## config.mk

```make
export PLATFORM = sky130hd
export DESIGN_NAME = cdc_hs_rx
export DESIGN_NICKNAME = d
export VERILOG_FILES = /design/src/rtl/cdc_pkg.sv /design/src/rtl/cdc_sync_bit.sv /design/src/rtl/cdc_hs_rx.sv
export SDC_FILE = /design/constraint.sdc
export NUM_CORES = 1
export LEC_CHECK = 0
export CORE_ASPECT_RATIO = 1.25
export CORE_UTILIZATION = 40
export CTS_CLUSTER_DIAMETER = 50
export CTS_CLUSTER_SIZE = 30
export DETAILED_ROUTE_END_ITERATION = 10
export GPL_ROUTABILITY_DRIVEN = 0
export PLACE_DENSITY_LB_ADDON = 0.25
export SLEW_MARGIN = 20
export SYNTH_ARGS = -nofsm -noshare
export SYNTH_HDL_FRONTEND = slang
export SYNTH_SLANG_ARGS = --single-unit
```

## constraint.sdc

```tcl
create_clock -name clkb -period 2.9 [get_ports clkb]
set_clock_uncertainty 0.15 [all_clocks]
set_input_delay 0.58 -clock clkb [delete_from_list [all_inputs] [get_ports clkb]]
set_output_delay 0.58 -clock clkb [all_outputs]
set_load 0.03 [all_outputs]
```

## src/rtl/cdc_pkg.sv

```systemverilog
// cdc_pkg: shared types and constants for the req/ack clock-domain-crossing
// handshake endpoints.
//   state_e            - destination-side FSM state encoding (IDLE/HOLD/ACK)
//   SYNC_STAGES_MIN/MAX - legal range of synchronizer depth
`timescale 1ns/1ps
package cdc_pkg;

  typedef enum logic [1:0] {
    ST_IDLE = 2'd0,
    ST_HOLD = 2'd1,
    ST_ACK  = 2'd2
  } state_e;

  localparam int unsigned SYNC_STAGES_MIN = 2;
  localparam int unsigned SYNC_STAGES_MAX = 4;

endpackage

```

## src/rtl/cdc_sync_bit.sv

```systemverilog
// cdc_sync_bit: multi-flop synchronizer for a single asynchronous level.
//   clk - destination clock
//   rst - asynchronous active-high reset, clears every stage
//   d   - asynchronous input level
//   q   - synchronized level (last stage), STAGES edges behind d
`timescale 1ns/1ps
module cdc_sync_bit #(
  parameter int unsigned STAGES = 2
) (
  input  logic clk,
  input  logic rst,
  input  logic d,
  output logic q
);

  logic [STAGES-1:0] sync_q;

  always_ff @(posedge clk or posedge rst) begin
    if (rst) begin
      sync_q <= '0;
    end else begin
      sync_q[0] <= d;
      for (int unsigned i = 1; i < STAGES; i++) begin
        sync_q[i] <= sync_q[i-1];
      end
    end
  end

  assign q = sync_q[STAGES-1];

endmodule

```

## src/rtl/cdc_hs_rx.sv

```systemverilog
// cdc_hs_rx: destination endpoint of the four-phase req/ack handshake,
// clocked entirely by clkb.
//   clkb, rstb       - destination clock, asynchronous active-high reset
//   req_a, data_a    - request level and data from the source domain
//   ack_b            - registered acknowledge level back to the source
//   out_valid/out_data/out_ready - downstream valid/ready interface
//   busy             - FSM not in IDLE
//   xfer_cnt         - completed transfers, wraps silently
//   proto_err        - sticky: source dropped req_a before ack_b was raised
`timescale 1ns/1ps
module cdc_hs_rx
  import cdc_pkg::*;
#(
  parameter int unsigned DW          = 8,
  parameter int unsigned SYNC_STAGES = 2,
  parameter int unsigned CNT_W       = 16
) (
  input  logic             clkb,
  input  logic             rstb,
  input  logic             req_a,
  input  logic [DW-1:0]    data_a,
  output logic             ack_b,
  output logic             out_valid,
  output logic [DW-1:0]    out_data,
  input  logic             out_ready,
  output logic             busy,
  output logic [CNT_W-1:0] xfer_cnt,
  output logic             proto_err
);

  if (SYNC_STAGES < SYNC_STAGES_MIN || SYNC_STAGES > SYNC_STAGES_MAX) begin : g_bad_stages
    $error("cdc_hs_rx: SYNC_STAGES out of legal range");
  end

  logic req_s;

  cdc_sync_bit #(
    .STAGES (SYNC_STAGES)
  ) u_req_sync (
    .clk (clkb),
    .rst (rstb),
    .d   (req_a),
    .q   (req_s)
  );

  state_e            state_q, state_d;
  logic              ack_q, ack_d;
  logic              valid_q, valid_d;
  logic [DW-1:0]     data_q, data_d;
  logic [CNT_W-1:0]  cnt_q, cnt_d;
  logic              err_q, err_d;

  always_ff @(posedge clkb or posedge rstb) begin
    if (rstb) begin
      state_q <= ST_IDLE;
      ack_q   <= 1'b0;
      valid_q <= 1'b0;
      data_q  <= '0;
      cnt_q   <= '0;
      err_q   <= 1'b0;
    end else begin
      state_q <= state_d;
      ack_q   <= ack_d;
      valid_q <= valid_d;
      data_q  <= data_d;
      cnt_q   <= cnt_d;
      err_q   <= err_d;
    end
  end

  always_comb begin
    state_d = state_q;
    ack_d   = ack_q;
    valid_d = valid_q;
    data_d  = data_q;
    cnt_d   = cnt_q;
    err_d   = err_q;
    unique case (state_q)
      ST_IDLE: begin
        // data_a is sampled raw: the source holds it stable while req_a is up
        if (req_s) begin
          data_d  = data_a;
          valid_d = 1'b1;
          state_d = ST_HOLD;
        end
      end
      ST_HOLD: begin
        // early request drop is only flagged; the handshake still completes
        if (!req_s) begin
          err_d = 1'b1;
        end
        if (valid_q && out_ready) begin
          valid_d = 1'b0;
          ack_d   = 1'b1;
          cnt_d   = cnt_q + 1'b1;
          state_d = ST_ACK;
        end
      end
      ST_ACK: begin
        if (!req_s) begin
          ack_d   = 1'b0;
          state_d = ST_IDLE;
        end
      end
      default: begin
        state_d = ST_IDLE;
      end
    endcase
  end

  assign ack_b     = ack_q;
  assign out_valid = valid_q;
  assign out_data  = data_q;
  assign busy      = (state_q != ST_IDLE);
  assign xfer_cnt  = cnt_q;
  assign proto_err = err_q;

endmodule

```

Word level (Yosys, flattened, before mapping)
Index checks and enable logic that the tools add are counted.
Word-level totals
  register bits after elaboration: 31
  input port bits: 12
Cells by class
  add/sub/neg operators: 1
  eq/ne operators: 5
  muxes and demuxes: 10
  bitwise operators: 1
  reduce and logical (&&, ||, !) cells: 11
Operator list (number)
  $add A16 B1 Y16 const B: 1
  $reduce_and A3 Y1: 3
  $mux W2: 3
  $pmux W2 S3: 1
  $reduce_and A2 Y1: 3
  $reduce_bool A2 Y1: 3
  $mux W1: 4
  $ne A2 B2 Y1 const B: 2
  $pmux W1 S2: 2
  $eq A2 B1 Y1 const B: 1
  $eq A2 B2 Y1 const B: 1
  $logic_not A2 Y1: 1
  $ne A2 B1 Y1 const B: 1
  $logic_and A1 B1 Y1: 1
  $not A1 Y1: 1

Depth between registers and ports, before layout
Gate-level depths: netlist (run 1).
  depth in word-level cells: 3
  gate-level depth with buffers: 5

Cells and area by module
From an unflattened synthesis (run 1), not the netlist that was laid out.
Second synthesis, totals
  cell total of the unflattened synthesis: 99
  area total of the unflattened synthesis: 1313.8 um2
By module, submodules not included
  cdc_hs_rx: instances 1, cells an instance 96, area each 1260.0 um2, sequential area each 725.7 um2
  cdc_sync_bit: instances 1, cells an instance 3, area each 53.8 um2, sequential area each 50.0 um2

Worst setup path before layout (run 1)
No wires, ideal clock.
  path type: register to register
  from: register valid_q, in the netlist out_valid
  to: register cnt_q[13], in the netlist xfer_cnt[13]
  library setup time: 80 ps
  arrival: 1598 ps
  data required time: 2670 ps
  path slack: 1072 ps
  cell stages (with the launch flop): 5
  period minus slack after synthesis: 1828 ps
  cells stage by stage: dfrtp_1 > nand4b_4 > or4_4 > nor3_2 > xnor2_1
Between the ends
  longest elaborated chain between the ends: 2
RTL lines
  start: declaration: RTL line cdc_hs_rx.sv:48  | logic valid_q, valid_d;
  start signal: assignment: RTL line cdc_hs_rx.sv:64  | valid_q <= valid_d;
  $logic_and A1 B1 Y1: RTL line cdc_hs_rx.sv:92  | if (valid_q && out_ready) begin
  $reduce_and A2 Y1 (no source line)
  end signal: assignment: RTL line cdc_hs_rx.sv:66  | cnt_q <= cnt_d;
  end: declaration: RTL line cdc_hs_rx.sv:50  | logic [CNT_W-1:0] cnt_q, cnt_d;
Every way passes these cells.
A chain may end at the register's enable or synchronous reset.

Worst setup path in the final report (run 1)
  from: register state_q[0]
  to: output busy
Between the ends
  longest elaborated chain between the ends: 1
RTL lines
  start: declaration: RTL line cdc_hs_rx.sv:46  | state_e state_q, state_d;
  start signal: assignment: RTL line cdc_hs_rx.sv:62  | state_q <= state_d;
  $reduce_bool A2 Y1: RTL line cdc_hs_rx.sv:114  | assign busy = (state_q != ST_IDLE);
  end: declaration: RTL line cdc_hs_rx.sv:26  | output logic busy,
Every way passes these cells.

==> out/metrics.csv, run 1 <==
metric,value,unit
place_area,1740,um2
clock_latency,340,ps
hold_viol,0,
final_nets,164,
drt_iter0_markers,4,
min_period,2470,ps
clkTransAtPathRegs,90,ps
ctsHoldBuffers,0,
syn_area,1290,um2
end_kind,primary output,
finalInstanceArea,1810,um2
drc,0,
via_per_inst,5.09,
final_util,0.602,
grt_overflow,0,
clockRootBuffer,clkbuf_4,
fp.dieW,52.8,um
dp.cells,180,
use_met3,0.0833,
cts_resized,0,
synth_compound_area_frac,0.0330,
avgRoutedWirePerCell,13.3,um
ant_nets,0,
vdd_drop_max,0.000583,V
routed_wl,2500,um
p_leak,0.787,nW
drive_above_1_share,0.151,
insertedDiodeCount,0,
die_area,3460,um2
crit_path_start_kind,register,
cp_top_family,buffers and inverters,
pwr_density_cell,885,nW/um2
port_buffers,39,
coreArea,3000,um2
yosysWarningCount,0,
clock_sinks,31,
slew_viol_final,0,
dr.pass1.iters,4,
cp_max_fo,8,
path_class,register to primary output,
num_rows,22,
setup_tns,0,ps
worst_ep_required_time,2170,ps
crit_buf_inv,1,
grt_max_degree,17,
worstPathCellList,or2_2 -> clkdlybuf4s50_1,
cts_htree_levels,2,
met1_usage,0.179,
hold_class,register to register,
chipHeight,65.5,um
cts_tree,yes,
p_total,0.00160,W
yosys.area_share.simple,0.158,
cts_setup_buffers,0,
synthMuxAreaShare,0.0698,
grt_pass1_wl,4260,um
drv_cap,0,
fin_cells,188,
initial_core_util,0.430,
yosys_register_bits,31,
antenna_found_initial,0,
rsz0062_at_grt,no,
vias,957,
grt_usage,0.177,
layout_common_cells,"clkdlybuf4s50_1 (39), dfrtp_1 (31), xnor2_1 (11), nand2_1 (9), mux2_2 (8)",
slew_headroom,0.561,
cpPeakStageDelay,600,ps
grt_pass1_vias,1014,
syn_to_final_growth,40.1,%
cts_buffers,5,
cts.path.max_buffers,2,
post_synth.cell_area_avg,12.3,um2
worst_slew_pin_slew,657,ps
cp_slowest_cell,clkdlybuf4s50_1,
finalCritPeriodShare,0.852,
final_common_cell,clkdlybuf4s50_1,
yosysSeqAreaShare,0.601,
synth_fp_nets,118,
yosys.area_share.adder,0.00970,
io_pins,40,
setup_viol_count_final,0,
synth_xor_area_frac,0.102,
cp.arrival,1740,ps
postSynthCellCount,105,
met2_usage,0.301,
timing.fmax,0.405,GHz
synth.distinct_cells,25,
r2r_setup_slack,1120,ps
synth_top_family_by_area,simple AND/OR/NAND/NOR gates,
grt-busiest-layer,met2,
dpl.hpwl,1930,um
status,completed,
-- cells in the mapped netlist (all sizes together) --
| cell type | count | area (um2) |
|---|---|---|
| a311oi | 1 | 8.76 |
| nor3 | 3 | 20.0 |
| nor2 | 6 | 25.0 |
| ha | 1 | 12.5 |
| a21oi | 1 | 5.00 |
| nand2b | 1 | 6.26 |
| nor4 | 1 | 6.26 |
| nand4b | 1 | 23.8 |
| nand4 | 3 | 18.8 |
| buf | 1 | 7.51 |
| or2 | 1 | 6.26 |
| inv | 7 | 26.3 |
| xnor2 | 11 | 96.3 |
| and4 | 1 | 10.0 |
| nand2 | 9 | 33.8 |
| xor2 | 4 | 35.0 |
| o21ai | 4 | 20.0 |
| mux2 | 8 | 90.1 |
| a31o | 1 | 8.76 |
| and3 | 2 | 12.5 |
| nand3 | 6 | 30.0 |
| or4 | 1 | 11.3 |
| dfrtp | 31 | 776 |
-- cell families after synthesis --
group                    after synthesis
AND/OR/NAND/NOR                       35
flip-flops                            31
XOR/XNOR                              15
buffers and inverters                  8
multiplexers                           8
AO/OA/AOI/OAI                          7
adder cells (fa/ha/maj)                1
-- stage by stage --
| stage | hold WS [ps] | setup slack, ps |
|---|---|---|
| after floorplan | 181 | 1070 |
| after global placement | 189 | 503 |
| after detailed placement | 193 | 466 |
| after CTS | 215 | 409 |
| after global routing | 234 | 354 |
| final | 211 | 430 |
-- worst paths after layout --
kind	cells past startpoint	from	endpoint
max in group asynchronous	3	rstb	xfer_cnt[14]
max	2	state_q[0]	busy
min	0	u_req_sync.sync_q[0]	u_req_sync.sync_q[1]
min reg2reg	0	u_req_sync.sync_q[0]	u_req_sync.sync_q[1]
max reg2reg	4	state_q[1]	xfer_cnt[13]
min in group asynchronous	2	rstb	xfer_cnt[2]
-- power by group --
| group | internal, W | switching, W | total, W |
|---|---|---|---|
| registers | 0.000543 | 0.000112 | 0.000656 |
| clock network | 0.000142 | 0.000143 | 0.000285 |
| logic | 0.000307 | 0.000351 | 0.000658 |
-- flip-flops by register name (all words and copies together), names as in the netlist --
register,count
state_q,2
u_req_sync.sync_q,2
proto_err,1
xfer_cnt,16
out_valid,1
ack_b,1
out_data,8
-- metal layers --
layer	part of all wire	routed length, um
met1	0.38	958
met2	0.52	1300
met3	0.077	194
met4	0.019	48
met5	0	0
-- final cells by class --
class / count / area, um2
Clock buffer: 8 / 68.8
Timing Repair Buffer: 40 / 410
Inverter: 7 / 26.3
Multi-Input combinational cell: 66 / 480
Fill cell: 259 / 1190
Sequential cell: 31 / 776
Tap cell: 36 / 45.0
Note: power is estimated with default switching activity, not from simulation.
==> run 2, diff against run 1 <==
--- a/config.mk
+++ b/config.mk
@@ -12,6 +12,7 @@
 export DETAILED_ROUTE_END_ITERATION = 10
 export GPL_ROUTABILITY_DRIVEN = 0
 export PLACE_DENSITY_LB_ADDON = 0.25
+export RECOVER_POWER = 25
 export SLEW_MARGIN = 20
 export SYNTH_ARGS = -nofsm -noshare
 export SYNTH_HDL_FRONTEND = slang
==> run 2 against run 1 <==
Net effect: critical path depth unchanged; die area did not move; register-to-register slack is essentially flat; hold slack is the same; sequential share of layout area rose by 0.39 points; design area down 0.90%; largest cell class unchanged; critical endpoint unchanged; cell count stayed put; total power down 0.22%; clock power is essentially flat; count of clock-buffer cells in the layout stayed put.
==> out/metrics.csv, run 2 (synthesis results as in run 1) <==
metric,value,unit,change
status,completed,,unchanged
switching_share,0.380,,was 0.379
grt_pass1_vias,1014,,unchanged
cts.path.max_buffers,2,,unchanged
clkTransAtPathRegs,90,ps,about the same
ctsHoldBuffers,0,,unchanged
final_nets,164,,unchanged
finalCritPeriodShare,0.852,,about the same
die_area,3460,um2,unchanged
via_per_inst,5.09,,about the same
largest_reg_flops,16,,unchanged
p_int,0.000990,W,was 0.000993 W
worst_hold_path.num_cells,0,,unchanged
cts_tree,yes,,unchanged
num_rows,22,,unchanged
slew_viol_final,0,,unchanged
p_switching,0.000606,W,about the same
path_class,register to primary output,,unchanged
io_pins,40,,unchanged
seqPwrFrac,0.411,,was 0.410
rsz0062_at_grt,no,,unchanged
route.met3.wl,194,um,unchanged
clockRootBuffer,clkbuf_4,,unchanged
layout_common_cells,"clkdlybuf4s50_1 (36), dfrtp_1 (31), xnor2_1 (11), nand2_1 (9), mux2_2 (8)",,"was clkdlybuf4s50_1 (39), dfrtp_1 (31), xnor2_1 (11), nand2_1 (9), mux2_2 (8)"
cts_setup_buffers,0,,unchanged
syn_to_final_growth,38.8,%,was 40.1%
clock_latency,340,ps,about the same
wl_met2,1300,um,about the same
reg2regPathDepth,4,,unchanged
antenna_found_initial,0,,unchanged
grt_usage,0.177,,unchanged
hold_end,u_req_sync.sync_q[1],,unchanged
routed_wl,2510,um,was 2500 um
pwr-share-comb,0.410,,was 0.412
r2r_end,xfer_cnt[13],,unchanged
drv_cap,0,,unchanged
pwr_density_cell,891,nW/um2,was 885 nW/um2
final_common_cell,clkdlybuf4s50_1,,unchanged
cts_resized,0,,unchanged
timing.fmax,0.405,GHz,about the same
worstPathCellList,or2_2 -> clkdlybuf4s50_1,,unchanged
cp.arrival,1740,ps,about the same
r2r-start,state_q[1],,unchanged
p_leak,0.779,nW,was 0.787 nW
initial_core_util,0.430,,unchanged
grt_max_degree,17,,unchanged
drt_iter0_markers,9,,was 4
holdWs,211,ps,unchanged
vias,956,,was 957
grt_overflow,0,,unchanged
r2r_setup_slack,1120,ps,about the same
chipHeight,65.5,um,unchanged
cp_max_fo,8,,unchanged
slew_headroom,0.428,,was 0.561
ant_nets,0,,unchanged
hold_class,register to register,,unchanged
cpPeakStageDelay,600,ps,about the same
insertedDiodeCount,0,,unchanged
cts_htree_levels,2,,unchanged
setup_tns,0,ps,unchanged
dr.max_layer_used,met4,,unchanged
dpl.hpwl,1930,um,unchanged
min_period,2470,ps,about the same
crit_path_start_kind,register,,unchanged
min_from,u_req_sync.sync_q[0],,unchanged
port_buffers,39,,unchanged
drc,0,,unchanged
avgRoutedWirePerCell,13.3,um,about the same
worst_ep_required_time,2170,ps,about the same
worst_slew_pin_slew,858,ps,was 657 ps
coreArea,3000,um2,unchanged
fp.dieW,52.8,um,unchanged
end_kind,primary output,,unchanged
grt_pass1_wl,4260,um,unchanged
clock_sinks,31,,unchanged
dr.pass1.iters,4,,unchanged
clock_power_share,0.179,,was 0.178
hold_viol,0,,unchanged
wl_met1,963,um,was 958 um
setup_viol_count_final,0,,unchanged
cp_slowest_cell,clkdlybuf4s50_1,,unchanged
drive_above_1_share,0.145,,was 0.151
cts_buffers,5,,unchanged
vdd_drop_max,0.000583,V,about the same
[run 2: cell count changes in the layout (fill, tap and decap cells not counted), sizes merged]
cell,previous run,this run
dlygate4sd3,0,3
clkdlybuf4s50,39,36
clkbuf,8,9
buf,1,0
[run 2: worst max-delay path by stage]
stage / startpoint / endpoint / slack (ps) / cells after the start
after floorplan: out_valid / xfer_cnt[13] / 1070 / 4
after global placement: out_ready / xfer_cnt[13] / 500 / 5
after detailed placement: out_ready / xfer_cnt[13] / 470 / 5
after CTS: state_q[0] / busy / 410 / 2
after global routing: state_q[0] / busy / 350 / 2
final: state_q[0] / busy / 430 / 2
[run 2: power by group through the flow]
stage                     combinational, W  clock [W]  sequential (W)
after detailed placement          0.000665          0        0.000664
after CTS                         0.000667   0.000300        0.000656
after global routing              0.000697   0.000318        0.000675
final                             0.000655   0.000286        0.000656
after floorplan                   0.000232          0        0.000825
after global placement            0.000656          0        0.000656
[run 2: routing by layer]
layer	GRT usage	up-vias
met5	0	-
met4	0.0789	0
met3	0.0833	5
met2	0.301	35
met1	0.179	466
li1	-	450
[run 2: through the flow]
stage	setup WS, ps	instances	util	total power, W	instance area, um2
2_1_floorplan	1070	105	-	0.00106	1290
3_3_place_gp	503	180	0.579	0.00131	1740
3_5_place_dp	466	180	0.579	0.00133	1740
4_1_cts	409	188	0.602	0.00162	1810
5_1_grt	354	188	0.597	0.00169	1790
6_report	430	188	0.597	0.00160	1790
[run 2: area by class of cell]
class	instances	area (um2)
multi-input cells	66	480
flip-flops and latches	31	776
well taps	36	45.0
fillers	260	1210
repair buffers	40	394
clock buffers	8	68.8
inverters	7	26.3
[run 2: worst max-delay path: cells and delay by family, from the launching register on]
kind	cells	cell delay [ps]
simple gates	1	330
flops	1	480
buf+inv	1	600
==> run 3, diff against run 2 <==
--- a/config.mk
+++ b/config.mk
@@ -5,6 +5,7 @@
 export SDC_FILE = /design/constraint.sdc
 export NUM_CORES = 1
 export LEC_CHECK = 0
+export CAP_MARGIN = 20
 export CORE_ASPECT_RATIO = 1.25
 export CORE_UTILIZATION = 40
 export CTS_CLUSTER_DIAMETER = 50
@@ -16,4 +17,5 @@
 export SLEW_MARGIN = 20
 export SYNTH_ARGS = -nofsm -noshare
 export SYNTH_HDL_FRONTEND = slang
+export SYNTH_HIERARCHICAL = 1
 export SYNTH_SLANG_ARGS = --single-unit
==> run 3 against run 2 <==
Net effect: highest routed layer unchanged; synthesized cell count fell by 5.7%; hold slack improved by 10 ps; the flow now finishes with violations (max-capacitance violations, max-slew violations); combinational power rose by 3%; die area grew 1.8%; critical path type unchanged.
==> out/metrics.csv, run 3 <==
metric,value,unit,change
status,finished with violations,,was completed
violations,"max-capacitance violations, max-slew violations",,
finalInstanceArea,1790,um2,about the same
synth_top_family_by_area,simple AND/OR/NAND/NOR gates,,unchanged
synth.most_common_cell,dfrtp_1,,unchanged
grt_overflow,0,,unchanged
cp_slowest_cell,clkdlybuf4s50_1,,unchanged
grt_usage,0.171,,was 0.177
vias,896,,was 956
io_pins,40,,unchanged
synthMuxAreaShare,0.0686,,was 0.0698
dpl_worst_slack,659,ps,was 466 ps
yosysSeqAreaShare,0.590,,was 0.601
cts_resized,0,,unchanged
cts_buffers,5,,unchanged
ys_top_cells_by_area,"dfrtp_1 (59%), xnor2_1 (8.7%), mux2_2 (6.9%), nor3_4 (3.7%), nand2_1 (2.6%)",,"was dfrtp_1 (60%), xnor2_1 (7.5%), mux2_2 (7.0%), xor2_1 (2.7%), nand2_1 (2.6%)"
p_switching,0.000642,W,was 0.000606 W
grt_pass1_wl,4180,um,was 4260 um
seqPwrFrac,0.423,,was 0.411
path_class,register to primary output,,unchanged
antenna_found_initial,0,,unchanged
die_area,3520,um2,was 3460 um2
crit_buf_inv,1,,unchanged
num_rows,22,,unchanged
drc,0,,unchanged
p_leak,0.785,nW,was 0.779 nW
pwr-share-comb,0.424,,was 0.410
final_nets,158,,was 164
slew_headroom,-0.00160,,was 0.428
synth_fp_nets,112,,was 118
insertedDiodeCount,0,,unchanged
postSynthCellCount,99,,was 105
fin_cells,182,,was 188
grt_max_degree,30,,was 17
synth.distinct_cells,22,,was 25
final_common_cell,clkdlybuf4s50_1,,unchanged
synth_xor_area_frac,0.100,,was 0.102
drt_iter0_markers,15,,was 9
cpPeakStageDelay,590,ps,was 600 ps
dr.pass1.iters,4,,unchanged
hold_class,register to register,,unchanged
rsz0062_at_grt,no,,unchanged
fin_ws,398,ps,was 430 ps
ys.flop_type,dfrtp_1,,unchanged
ant_nets,0,,unchanged
grt_pass1_vias,918,,was 1014
synth_edf_count,0,,unchanged
initial_core_util,0.434,,was 0.430
cts.path.max_buffers,2,,unchanged
drive_above_1_share,0.158,,was 0.145
post_synth.cell_area_avg,13.3,um2,was 12.3 um2
dpl.hpwl,1780,um,was 1930 um
yosys.area_share.simple,0.173,,was 0.158
min_period,2500,ps,was 2470 ps
cp_max_fo,9,,was 8
yosysTopAreaCellShare,0.590,,was 0.601
setup_tns,0,ps,unchanged
yosys.area_share.adder,0.00952,,was 0.00970
dp.cells,174,,was 180
port_buffers,39,,unchanged
p_int,0.000944,W,was 0.000990 W
syn_area,1310,um2,was 1290 um2
clock_power_share,0.153,,was 0.179
coreArea,3030,um2,was 3000 um2
drv_cap,1,,was 0
worstPathCellList,or2_2 -> clkdlybuf4s50_1,,unchanged
worst_slew_pin_slew,1500,ps,was 858 ps
fillers,274,,was 260
yosys_register_bits,31,,unchanged
cp_top_family,buffers and inverters,,unchanged
cts_htree_levels,2,,unchanged
cts_setup_buffers,0,,unchanged
cp.arrival,1770,ps,was 1740 ps
cts_tree,yes,,unchanged
worst_ep_required_time,2170,ps,about the same
clock_sinks,31,,unchanged
ctsHoldBuffers,0,,unchanged
vdd_drop_max,0.000570,V,was 0.000583 V
synth_compound_area_frac,0.0324,,was 0.0330
chipHeight,66.1,um,was 65.5 um
async_flop_share,1.00,,unchanged
fp.dieW,53.3,um,was 52.8 um
synthTopCellsByCount,"dfrtp_1 (31), xnor2_1 (13), nand2_1 (9)",,"was dfrtp_1 (31), xnor2_1 (11), nand2_1 (9)"
place_area,1750,um2,was 1740 um2
largest_reg_flops,16,,unchanged
end_kind,primary output,,unchanged
clockRootBuffer,clkbuf_4,,unchanged
yosysWarningCount,6,,was 0
switching_share,0.405,,was 0.380
clock_latency,340,ps,about the same
setup_viol_count_final,0,,unchanged
slew_viol_final,29,,was 0
avgRoutedWirePerCell,13.2,um,was 13.3 um
timing.fmax,0.400,GHz,was 0.405 GHz
syn_to_final_growth,36.6,%,was 38.8%
crit_path_start_kind,register,,unchanged
routed_wl,2410,um,was 2510 um
hold_viol,0,,unchanged
finalCritPeriodShare,0.863,,was 0.852
layout_common_cells,"clkdlybuf4s50_1 (37), dfrtp_1 (31), xnor2_1 (13), nand2_1 (9), mux2_2 (8)",,"was clkdlybuf4s50_1 (36), dfrtp_1 (31), xnor2_1 (11), nand2_1 (9), mux2_2 (8)"
netlist.top_cell.by_area,dfrtp_1,,unchanged
clkTransAtPathRegs,90,ps,about the same
pwr_density_cell,884,nW/um2,was 891 nW/um2
via_per_inst,4.92,,was 5.09
==> run 3: cell types whose count changed in the layout (fill, tap and decap cells not counted), moves of 2 or more <==
| cell | delta |
|---|---|
| nand3_1 | -2 |
| nand4_1 | +2 |
| clkinv_2 | +3 |
| xor2_1 | -2 |
| and4_1 | +3 |
| nor2_1 | -4 |
| nor3_4 | +3 |
| clkbuf_8 | -2 |
| and3_1 | -2 |
| xnor2_1 | +2 |
==> run 3: cell type report <==
class,count,area [um2],share of cell area
clock inverter,3,15.0,0.00837
clock buffer,5,37.5,0.0209
timing repair buffer,40,394,0.220
multi-input combinational,61,504,0.281
tap,36,45.0,0.0251
sequential,31,776,0.432
inverter,6,22.5,0.0126
==> run 3: worst paths after layout <==
kind	startpoint	endpoint	slack, ps	depth (start not counted)
setup reg to reg	state_q[0]	xfer_cnt[9]	1250	4
max in group asynchronous	rstb	xfer_cnt[2]	660	3
hold reg to reg	u_req_sync/sync_q[0]	u_req_sync/sync_q[1]	220	0
setup / recovery	state_q[0]	busy	400	2
min in group asynchronous	rstb	u_req_sync/sync_q[1]	400	2
hold / removal	u_req_sync/sync_q[0]	u_req_sync/sync_q[1]	220	0
==> run 3: power by group through the flow <==
stage	logic [W]	clock network (W)	registers, W
finish	0.000672	0.000243	0.000671
global route	0.000714	0.000277	0.000690
CTS	0.000683	0.000251	0.000673
detailed placement	0.000680	0	0.000680
global placement	0.000668	0	0.000672
floorplan	0.000254	0	0.000838
==> run 3: worst register-to-register path: cells and delay by family (launching register included) <==
kind	cells	cell delay (ps)
XOR/XNOR	1	150
AND/OR/NAND/NOR	3	690
flip-flops	1	570
==> run 3: through the flow <==
stage          power, W  hold WS [ps]   util
2_1_floorplan   0.00109           171      -
3_3_place_gp    0.00134           189  0.576
3_5_place_dp    0.00136           205  0.576
4_1_cts         0.00161           227  0.594
5_1_grt         0.00168           242  0.593
6_report        0.00159           221  0.593
==> run 3: routing by layer <==
layer / up-vias / track usage / share of wire / wire length (um)
met5: - / 0 / 0 / 0
met4: 0 / 0.0888 / 0.021 / 50
met3: 5 / 0.0690 / 0.054 / 131
met2: 28 / 0.264 / 0.48 / 1170
met1: 426 / 0.200 / 0.44 / 1060
li1: 437 / - / - / -
==> run 3: logic make-up (layout without fill, tap and decap cells) <==
kind of cell / after synthesis / count (layout)
adders and majority gates: 1 / 1
muxes: 8 / 8
xor gates and xnor gates: 15 / 15
DFF: 31 / 31
AOI/OAI and AO/OA: 7 / 7
buffers and inverters: 7 / 54
and+or+nand+nor: 30 / 30
